## config.mk

```make
export PLATFORM = sky130hd
export DESIGN_NAME = ifetch_unit_flat
export DESIGN_NICKNAME = d
export VERILOG_FILES = /design/src/rtl/ifetch_unit_if.sv /design/src/rtl/ifetch_unit.sv /design/src/flat_wrapper.sv
export SDC_FILE = /design/constraint.sdc
export NUM_CORES = 1
export LEC_CHECK = 0
export CORE_MARGIN = 10
export CORE_UTILIZATION = 40
export CTS_BUF_LIST = sky130_fd_sc_hd__clkbuf_2
export CTS_CLUSTER_SIZE = 10
export DETAILED_ROUTE_END_ITERATION = 6
export HOLD_SLACK_MARGIN = 0.03
export PLACE_DENSITY = 0.67
export SYNTH_ARGS = -nofsm -noshare
export SYNTH_HDL_FRONTEND = slang
export SYNTH_SLANG_ARGS = --single-unit
```

## constraint.sdc

```tcl
create_clock -name clk -period 9.2 [get_ports clk]
set_input_delay 1.84 -clock clk [delete_from_list [all_inputs] [get_ports clk]]
set_output_delay 1.84 -clock clk [all_outputs]
set_load 0.01 [all_outputs]
```

## src/rtl/ifetch_unit_if.sv

```systemverilog
// Instruction-memory request/response bus between ifetch_unit (master) and the memory (slave).
interface ifetch_unit_if;
  logic        imem_req;
  logic [31:0] imem_addr;
  logic        imem_gnt;
  logic        imem_rvalid;
  logic [31:0] imem_rdata;

  modport master (
    output imem_req, imem_addr,
    input  imem_gnt, imem_rvalid, imem_rdata
  );

  modport slave (
    input  imem_req, imem_addr,
    output imem_gnt, imem_rvalid, imem_rdata
  );
endinterface

```

## src/rtl/ifetch_unit.sv

```systemverilog
// Instruction fetch: one-outstanding request FSM feeding a 2-entry instruction FIFO.
// Optional retired-fetch counter (fetch_cnt) enabled by defining IFETCH_PERF_CNT_EN.
module ifetch_unit #(
  parameter logic [31:0] RESET_PC = 32'h0000_0000
) (
  input  logic                clk,
  input  logic                rst,
  input  logic [31:0]         npc,
  input  logic                redirect,
  ifetch_unit_if.master       bus,
  output logic                inst_valid,
  output logic [31:0]         inst,
  output logic [31:0]         inst_pc,
  input  logic                inst_ready,
  output logic [31:0]         pc
`ifdef IFETCH_PERF_CNT_EN
  ,
  output logic [31:0]         fetch_cnt
`endif
);

  typedef enum logic [1:0] {IDLE, REQ, WAIT} state_t;

  typedef struct packed {
    logic [31:0] addr;
    logic [31:0] word;
  } entry_t;

  state_t      state_q, state_d;
  logic [31:0] pc_q;
  logic        drop_q, drop_d;
  entry_t      fifo_q [2];
  logic        rd_ptr_q, wr_ptr_q;
  logic [1:0]  count_q, count_after;

  logic granted, push, pop, space;

  // A redirect discards everything in flight, including a same-cycle pop or response.
  assign granted     = (state_q == REQ) && bus.imem_gnt;
  assign push        = (state_q == WAIT) && bus.imem_rvalid && !drop_q && !redirect;
  assign pop         = (count_q != 2'd0) && inst_ready && !redirect;
  assign count_after = count_q + 2'(push) - 2'(pop);
  assign space       = (count_after < 2'd2);

  // NOTE: every variable gets a default before the case so no latch is inferred.
  always_comb begin
    state_d = state_q;
    drop_d  = drop_q;
    if (redirect) begin
      if (granted || (state_q == WAIT && !bus.imem_rvalid)) begin
        state_d = WAIT;
        drop_d  = 1'b1;
      end else begin
        state_d = REQ;
        drop_d  = 1'b0;
      end
    end else begin
      case (state_q)
        IDLE: if (space) state_d = REQ;
        REQ:  if (bus.imem_gnt) state_d = WAIT;
        WAIT: if (bus.imem_rvalid) begin
                drop_d  = 1'b0;
                state_d = space ? REQ : IDLE;
              end
        default: state_d = IDLE;
      endcase
    end
  end

  // NOTE: state is updated with non-blocking assignments so all flops sample the same pre-edge values.
  always_ff @(posedge clk or posedge rst) begin
    if (rst) begin
      state_q <= IDLE;
      drop_q  <= 1'b0;
      pc_q    <= RESET_PC;
    end else begin
      state_q <= state_d;
      drop_q  <= drop_d;
      if (redirect)     pc_q <= npc;
      else if (granted) pc_q <= pc_q + 32'd4;
    end
  end

  // NOTE: the two FIFO entries are reset because inst/inst_pc must read zero out of reset.
  always_ff @(posedge clk or posedge rst) begin
    if (rst) begin
      fifo_q[0] <= '0;
      fifo_q[1] <= '0;
      rd_ptr_q  <= 1'b0;
      wr_ptr_q  <= 1'b0;
      count_q   <= 2'd0;
    end else if (redirect) begin
      rd_ptr_q  <= 1'b0;
      wr_ptr_q  <= 1'b0;
      count_q   <= 2'd0;
    end else begin
      // A kept response always belongs to the last grant, so its address is pc - 4.
      if (push) begin
        fifo_q[wr_ptr_q] <= '{addr: pc_q - 32'd4, word: bus.imem_rdata};
        wr_ptr_q         <= ~wr_ptr_q;
      end
      if (pop) rd_ptr_q <= ~rd_ptr_q;
      count_q <= count_after;
    end
  end

`ifdef IFETCH_PERF_CNT_EN
  always_ff @(posedge clk or posedge rst) begin
    if (rst)      fetch_cnt <= 32'd0;
    else if (pop) fetch_cnt <= fetch_cnt + 32'd1;
  end
`endif

  assign bus.imem_req  = (state_q == REQ);
  assign bus.imem_addr = pc_q;
  assign pc            = pc_q;
  assign inst_valid    = (count_q != 2'd0);
  assign inst          = fifo_q[rd_ptr_q].word;
  assign inst_pc       = fifo_q[rd_ptr_q].addr;

endmodule

```

## src/flat_wrapper.sv

```systemverilog
// flat-port wrapper written by rule: the top's interface ports become plain ports
module ifetch_unit_flat 
#(
  parameter logic [31:0] RESET_PC = 32'h0000_0000
)
  (clk, rst, npc, redirect, inst_valid, inst, inst_pc, inst_ready, pc, bus_imem_req, bus_imem_addr, bus_imem_gnt, bus_imem_rvalid, bus_imem_rdata);
  ifetch_unit_if bus_i ();
  input  logic clk;
  input  logic rst;
  input  logic [31:0] npc;
  input  logic redirect;
  output logic inst_valid;
  output logic [31:0] inst;
  output logic [31:0] inst_pc;
  input  logic inst_ready;
  output logic [31:0] pc;
  output wire logic [$bits(bus_i.imem_req)-1:0] bus_imem_req;
  output wire logic [$bits(bus_i.imem_addr)-1:0] bus_imem_addr;
  input wire logic [$bits(bus_i.imem_gnt)-1:0] bus_imem_gnt;
  input wire logic [$bits(bus_i.imem_rvalid)-1:0] bus_imem_rvalid;
  input wire logic [$bits(bus_i.imem_rdata)-1:0] bus_imem_rdata;
  assign bus_imem_req = bus_i.imem_req;
  assign bus_imem_addr = bus_i.imem_addr;
  assign bus_i.imem_gnt = bus_imem_gnt;
  assign bus_i.imem_rvalid = bus_imem_rvalid;
  assign bus_i.imem_rdata = bus_imem_rdata;
  ifetch_unit #(.RESET_PC(RESET_PC)) u_core (.clk(clk), .rst(rst), .npc(npc), .redirect(redirect), .bus(bus_i), .inst_valid(inst_valid), .inst(inst), .inst_pc(inst_pc), .inst_ready(inst_ready), .pc(pc));
endmodule
```

# --- Word-level counts from Yosys, hierarchy flattened ---
# Index checks and enable logic that the tools add are counted.
# W data, S select, Z words.
totals:
  elab_cells: 74
  out_inout_bits: 130
  romBits: 0
  ramBits: 0
  input_bits: 70
  reg_bits: 167
  memories: 0
  latch_bits: 0
classes:
  n_eq_ne: 5
  div: 0
  bitwise_logic: 5
  shifts: 0
  muxes: 24
  n_reduce_logical: 22
  n_mul: 0
  addsub: 4
  magnitude_cmp: 4
op_table:
  columns: ["op", "n"]
  rows:
  - ["$mux W64", 4]
  - ["$bwmux W128", 1]
  - ["$demux W64 S1", 1]
  - ["$mux W32", 2]
  - ["$add A32 B3 Y32 const B", 1]
  - ["$sub A32 B3 Y32 const B", 1]
  - ["$mux W2", 6]
  - ["$reduce_bool A2 Y1", 6]
  - ["$mux W1", 9]
  - ["$logic_and A1 B1 Y1", 8]
  - ["$ne A3 B2 Y1 const B", 2]
  - ["$pmux W2 S3", 1]
  - ["$ge A2 B2 Y1 const B", 2]
  - ["$not A1 Y2", 2]
  - ["$reduce_and A2 Y1", 2]
  - ["$logic_not A1 Y1", 3]
  - ["$ne A3 B3 Y1 const B", 1]
  - ["$not A1 Y1", 3]
  - ["$reduce_and A3 Y1", 1]
  - ["$add A2 B1 Y2", 1]
  - ["$eq A2 B1 Y1 const B", 1]
  - ["$eq A2 B2 Y1 const B", 1]
  - ["$logic_not A2 Y1", 1]
  - ["$lt A2 B1 Y1 const B", 1]
  - ["3 further kinds", 3]

# --- Depth between registers and ports, before layout ---
logic_depth:
  ltp_word: 11
  depth_mapped: 9
  ltp_nobuf: 9

# --- Worst setup path after synthesis ---
# No wires, ideal clock.
synth_timing:
  kind: "input-to-reg"
  start: "in redirect"
  end: "reg u_core.fifo_q[64] in the netlist's numbering"
  n_path_buf: 3
  required_time_ns: 9.075
  slack_ns: 5.765
  path_stages: 6
  setup_time_ns: 0.125
  t_arrival_ns: 3.310
  cell_sequence: "clkbuf_1 > nor3_1 > nand2b_1 > clkbuf_1 > clkbuf_1 > mux2_2"
synth_between:
  elab_chain_cells: 3
synth_lines:
  columns: ["element", "line", "rtl"]
  rows:
  - ["start, declared", "flat_wrapper.sv:11", "input logic redirect;"]
  - ["$logic_not A1 Y1", "ifetch_unit.sv:40", "assign push = (state_q == WAIT) && bus.imem_rvalid && !drop_q && !redirect;"]
  - ["$logic_and A1 B1 Y1", "ifetch_unit.sv:40", null]
  - ["$reduce_and A2 Y1 (no line) *", null, null]
  - ["end signal, assigned by index", "ifetch_unit.sv:99", "fifo_q[wr_ptr_q] <= '{addr: pc_q - 32'd4, word: bus.imem_rdata};"]
  - ["end, declared", "ifetch_unit.sv:32", "entry_t fifo_q [2];"]
# Mark *: on every way between the ends. The rest lies on a longest branch, timed or not.
# A chain may end at the register's enable or synchronous reset.

# --- Worst setup path after layout ---
layout_timing:
  start: "reg u_core.rd_ptr_q"
  end: "out inst_pc[26]"
layout_between:
  elab_chain_cells: 4
layout_lines:
  columns: ["element", "line", "rtl"]
  rows:
  - ["start, declared", "ifetch_unit.sv:33", "logic rd_ptr_q, wr_ptr_q;"]
  - ["start signal, assigned", "ifetch_unit.sv:102", "if (pop) rd_ptr_q <= ~rd_ptr_q;"]
  - ["$not A1 Y2 (not written as such)", "ifetch_unit.sv:119", "assign inst_pc = fifo_q[rd_ptr_q].addr;"]
  - ["$mux W64 (3 in a row)", null, null]
  - ["end, declared", "flat_wrapper.sv:14", "output logic [31:0] inst_pc;"]
# No other way between the ends. The select of a mux whose other input is x is not followed.

==> run summary <==
• **run status** finished, final reports clean
• **total length of routed wires** 21100 um
• **count of synthesis-stage warnings from yosys** 0
• **Setup violations, final** 0
• **Final GP Congestion** 0.776
• **Post-Synthesis Cell Area** 8320 um^2
• **count of cells resized by post-cts repair** 0
• **GRT Total Usage** 15.8%
• **Post-Place Setup Slack** 4.92 ns
• **total via count after detailed routing** 5870
• **Layout Area Growth over Synthesis** 27.6%
• **required time of the worst setup path** 7.36 ns
• **synthesis-stage register bit count** 167
• **portion of the clock cycle consumed by the worst path in the final layout** 54.6%
• **Critical Path Fanout Max** 34
• **post-synth net total** 843
• **Total Neg Setup Slack** 0 ns
• **number of synthesized flops with an enable pin** 0
• **TritonCTS clock tree** done
• **DRT iter0 DRCs** 316
• **total power consumption of the routed design** 2.39 mW
• **post-layout instance area** 10600 um^2
• **Final Max Tran Viols** 0
• **count of mapped cells out of synthesis** 769
• **setup repair after global routing missed its margin** false
• **Overflow after GRT** 0
• **cells along the critical path** buf_4, mux2_2, clkdlybuf4s50_1
• **estimated wirelength of the detail-placed design** 14600 um
• **row count** 52
• **Post-Syn Area per Cell** 10.8 um^2
• **number of antenna violations at the first check in global routing** 2
• **drt wl/cell** 17.7 um
• **cell at the root of the clock tree** sky130_fd_sc_hd__clkbuf_2
• **number of buffers created by CTS** 17
• **most frequent cells in the layout** sky130_fd_sc_hd__clkdlybuf4s50_1 (198), sky130_fd_sc_hd__dfrtp_1 (166), sky130_fd_sc_hd__mux2_2 (134)
• **fraction of final layout cells sized beyond drive strength 1** 20.6%
• **Largest stage delay, worst path** 0.97 ns
• **post-route non-filler standard cell count** 1190
• **nature of the critical path startpoint** flip-flop
• **arrival time of the worst setup path** 3.18 ns
• **PortBufs** 199
• **Max Cap Violations** 0
• **clock-pin slew on the worst setup and hold paths** 0.26 ns
• **Distinct cells, synth** 40
• **DRC** 0
• **Post CTS Setup Buffer Count** 0
• **Starting Density** 40.9%
• **worst vdd ir** 91.7 uV
• **prevailing post-synth register cell** sky130_fd_sc_hd__dfrtp_1
• **leakage power of the design** 4.51 nW
• **router iterations before antenna repair** 4
• **Top Ports** 200
• **area enclosed by the die boundary** 27000 um^2
• **maximum frequency from static timing analysis** 199 MHz
• **most common cell after layout, fill and taps aside** sky130_fd_sc_hd__clkdlybuf4s50_1
• **core area** 20400 um^2
• **pin count of the biggest net entering global routing** 100
• **type of element capturing the critical path** primary output
• **net total in the final layout** 979
• **Worst Tran Pin Value** 1.06 ns
• **clock tree buffer depth** 2
• **total of hold buffers inserted after clock tree synthesis** 0
• **post-route antenna net violation count** 0
• **Post-Place Cell Area** 10200 um^2
• **number of cells after detailed placement** 1156
• **vias in the first global route** 6132
• **via density per instance** 4.93
• **worst hold margin** 0.505 ns
• **normalized max-slew margin** 29.0%
• **final worst slack** 4.18 ns
• **class of the worst hold path** flip-flop to flip-flop
• **worst-path cell with the longest stage delay** sky130_fd_sc_hd__dfrtp_2
• **post-route clock skew** 0.0385 ns
• **clock sink count** 167
• **Fillers** 1901
• **global-route wire length before repair** 33700 um
• **end-of-flow core utilization** 52.1%
• **number of hold violations in the final report** 0
• **overall die height** 164 um
• **power per cell area** 225 nW/um^2
• **floorplan die width** 164 um
• **share of flip-flops with an asynchronous set or reset** 100%
• **crit path kind** flip-flop to primary output
• **# H-tree levels** 4
• **Period minus WS final** 5.02 ns
• **share of the yosys chip area belonging to registers** 50.2%
• **clk_lat worst skew** 0.72 ns
-- Yosys cell counts (5+ instances only) --
cell / instances / area [um^2]
sky130_fd_sc_hd__nand4_1: 6 / 37.5
sky130_fd_sc_hd__inv_1: 11 / 41.3
sky130_fd_sc_hd__or3_1: 5 / 31.3
sky130_fd_sc_hd__buf_2: 5 / 25.0
sky130_fd_sc_hd__nor3_1: 15 / 75.1
sky130_fd_sc_hd__nand3_1: 14 / 70.1
sky130_fd_sc_hd__dfrtp_1: 167 / 4180
sky130_fd_sc_hd__nor4_1: 12 / 75.1
sky130_fd_sc_hd__xnor2_1: 42 / 368
sky130_fd_sc_hd__nand2_1: 105 / 394
sky130_fd_sc_hd__buf_4: 32 / 240
sky130_fd_sc_hd__mux2_2: 134 / 1510
sky130_fd_sc_hd__o21ai_0: 86 / 430
sky130_fd_sc_hd__nor2_1: 16 / 60.1
sky130_fd_sc_hd__clkbuf_1: 47 / 176
sky130_fd_sc_hd__o21ai_1: 9 / 45.0
sky130_fd_sc_hd__xor2_1: 17 / 149
-- registers in the layout (all words and copies together), names as in the netlist --
name	flops
u_core.bus.imem_addr	32
u_core.state_q	2
u_core.rd_ptr_q	1
u_core.drop_q	1
u_core.count_q	2
u_core.wr_ptr_q	1
u_core.fifo_q	128
-- worst max-delay path, delay by kind of cell (launching register included) --
kind / cells / cell delay (ns)
buffers and inverters: 2 / 1.09
multiplexers: 1 / 0.39
flip-flops: 1 / 0.97
-- per-layer routing --
| layer | global-route usage [%] | part of all wire (%) | wire length, um |
|---|---|---|---|
| met5 | 0 | 0.043 | 9 |
| met4 | 3.45 | 0.69 | 146 |
| met3 | 6.88 | 9.8 | 2060 |
| met2 | 23.5 | 43 | 9020 |
| met1 | 20.8 | 47 | 9850 |
-- path summary, 6_finish.rpt --
check / from / end / slack [ns] / cells past startpoint
worst min-delay path: u_core.fifo_q[62] / u_core.fifo_q[62] / 0.51 / 2
worst min register to register: u_core.fifo_q[62] / u_core.fifo_q[62] / 0.51 / 2
worst max register to register: u_core.bus.imem_addr[2] / u_core.fifo_q[112] / 6.37 / 7
min in group asynchronous: rst / u_core.fifo_q[64] / 1.65 / 2
worst max-delay path: u_core.rd_ptr_q / inst_pc[26] / 4.18 / 3
max in group asynchronous: rst / u_core.rd_ptr_q / 6.15 / 3
-- layout make-up --
cell class	count	area [um^2]	share of cell area [%]
sequential	167	4180	39.4
multi-input combinational	504	3650	34.4
timing repair buffer	204	2020	19.1
tap	270	338	3.18
clock inverter	15	290	2.73
clock buffer	17	85.1	0.801
inverter	11	46.3	0.436
antenna	2	5.00	0.0471
-- power by group --
group          switching (mW)  internal [mW]
Sequential              0.125          0.893
Combinational           0.326          0.498
Clock                   0.275          0.269
Total                   0.726           1.66
-- kinds of logic (layout without fill, tap and decap cells) --
logic type | after synthesis | after routing | synth area share [%]
mux | 136 | 136 | 18.4
other cells | 0 | 2 | 0
xor+xnor | 59 | 59 | 6.21
simple gates | 207 | 207 | 12.5
compound gates | 98 | 98 | 5.95
flops | 167 | 167 | 50.2
buf+inv | 98 | 247 | 6.12
fa+ha+maj | 4 | 4 | 0.601
No activity file was read; power rests on OpenSTA's default activity.
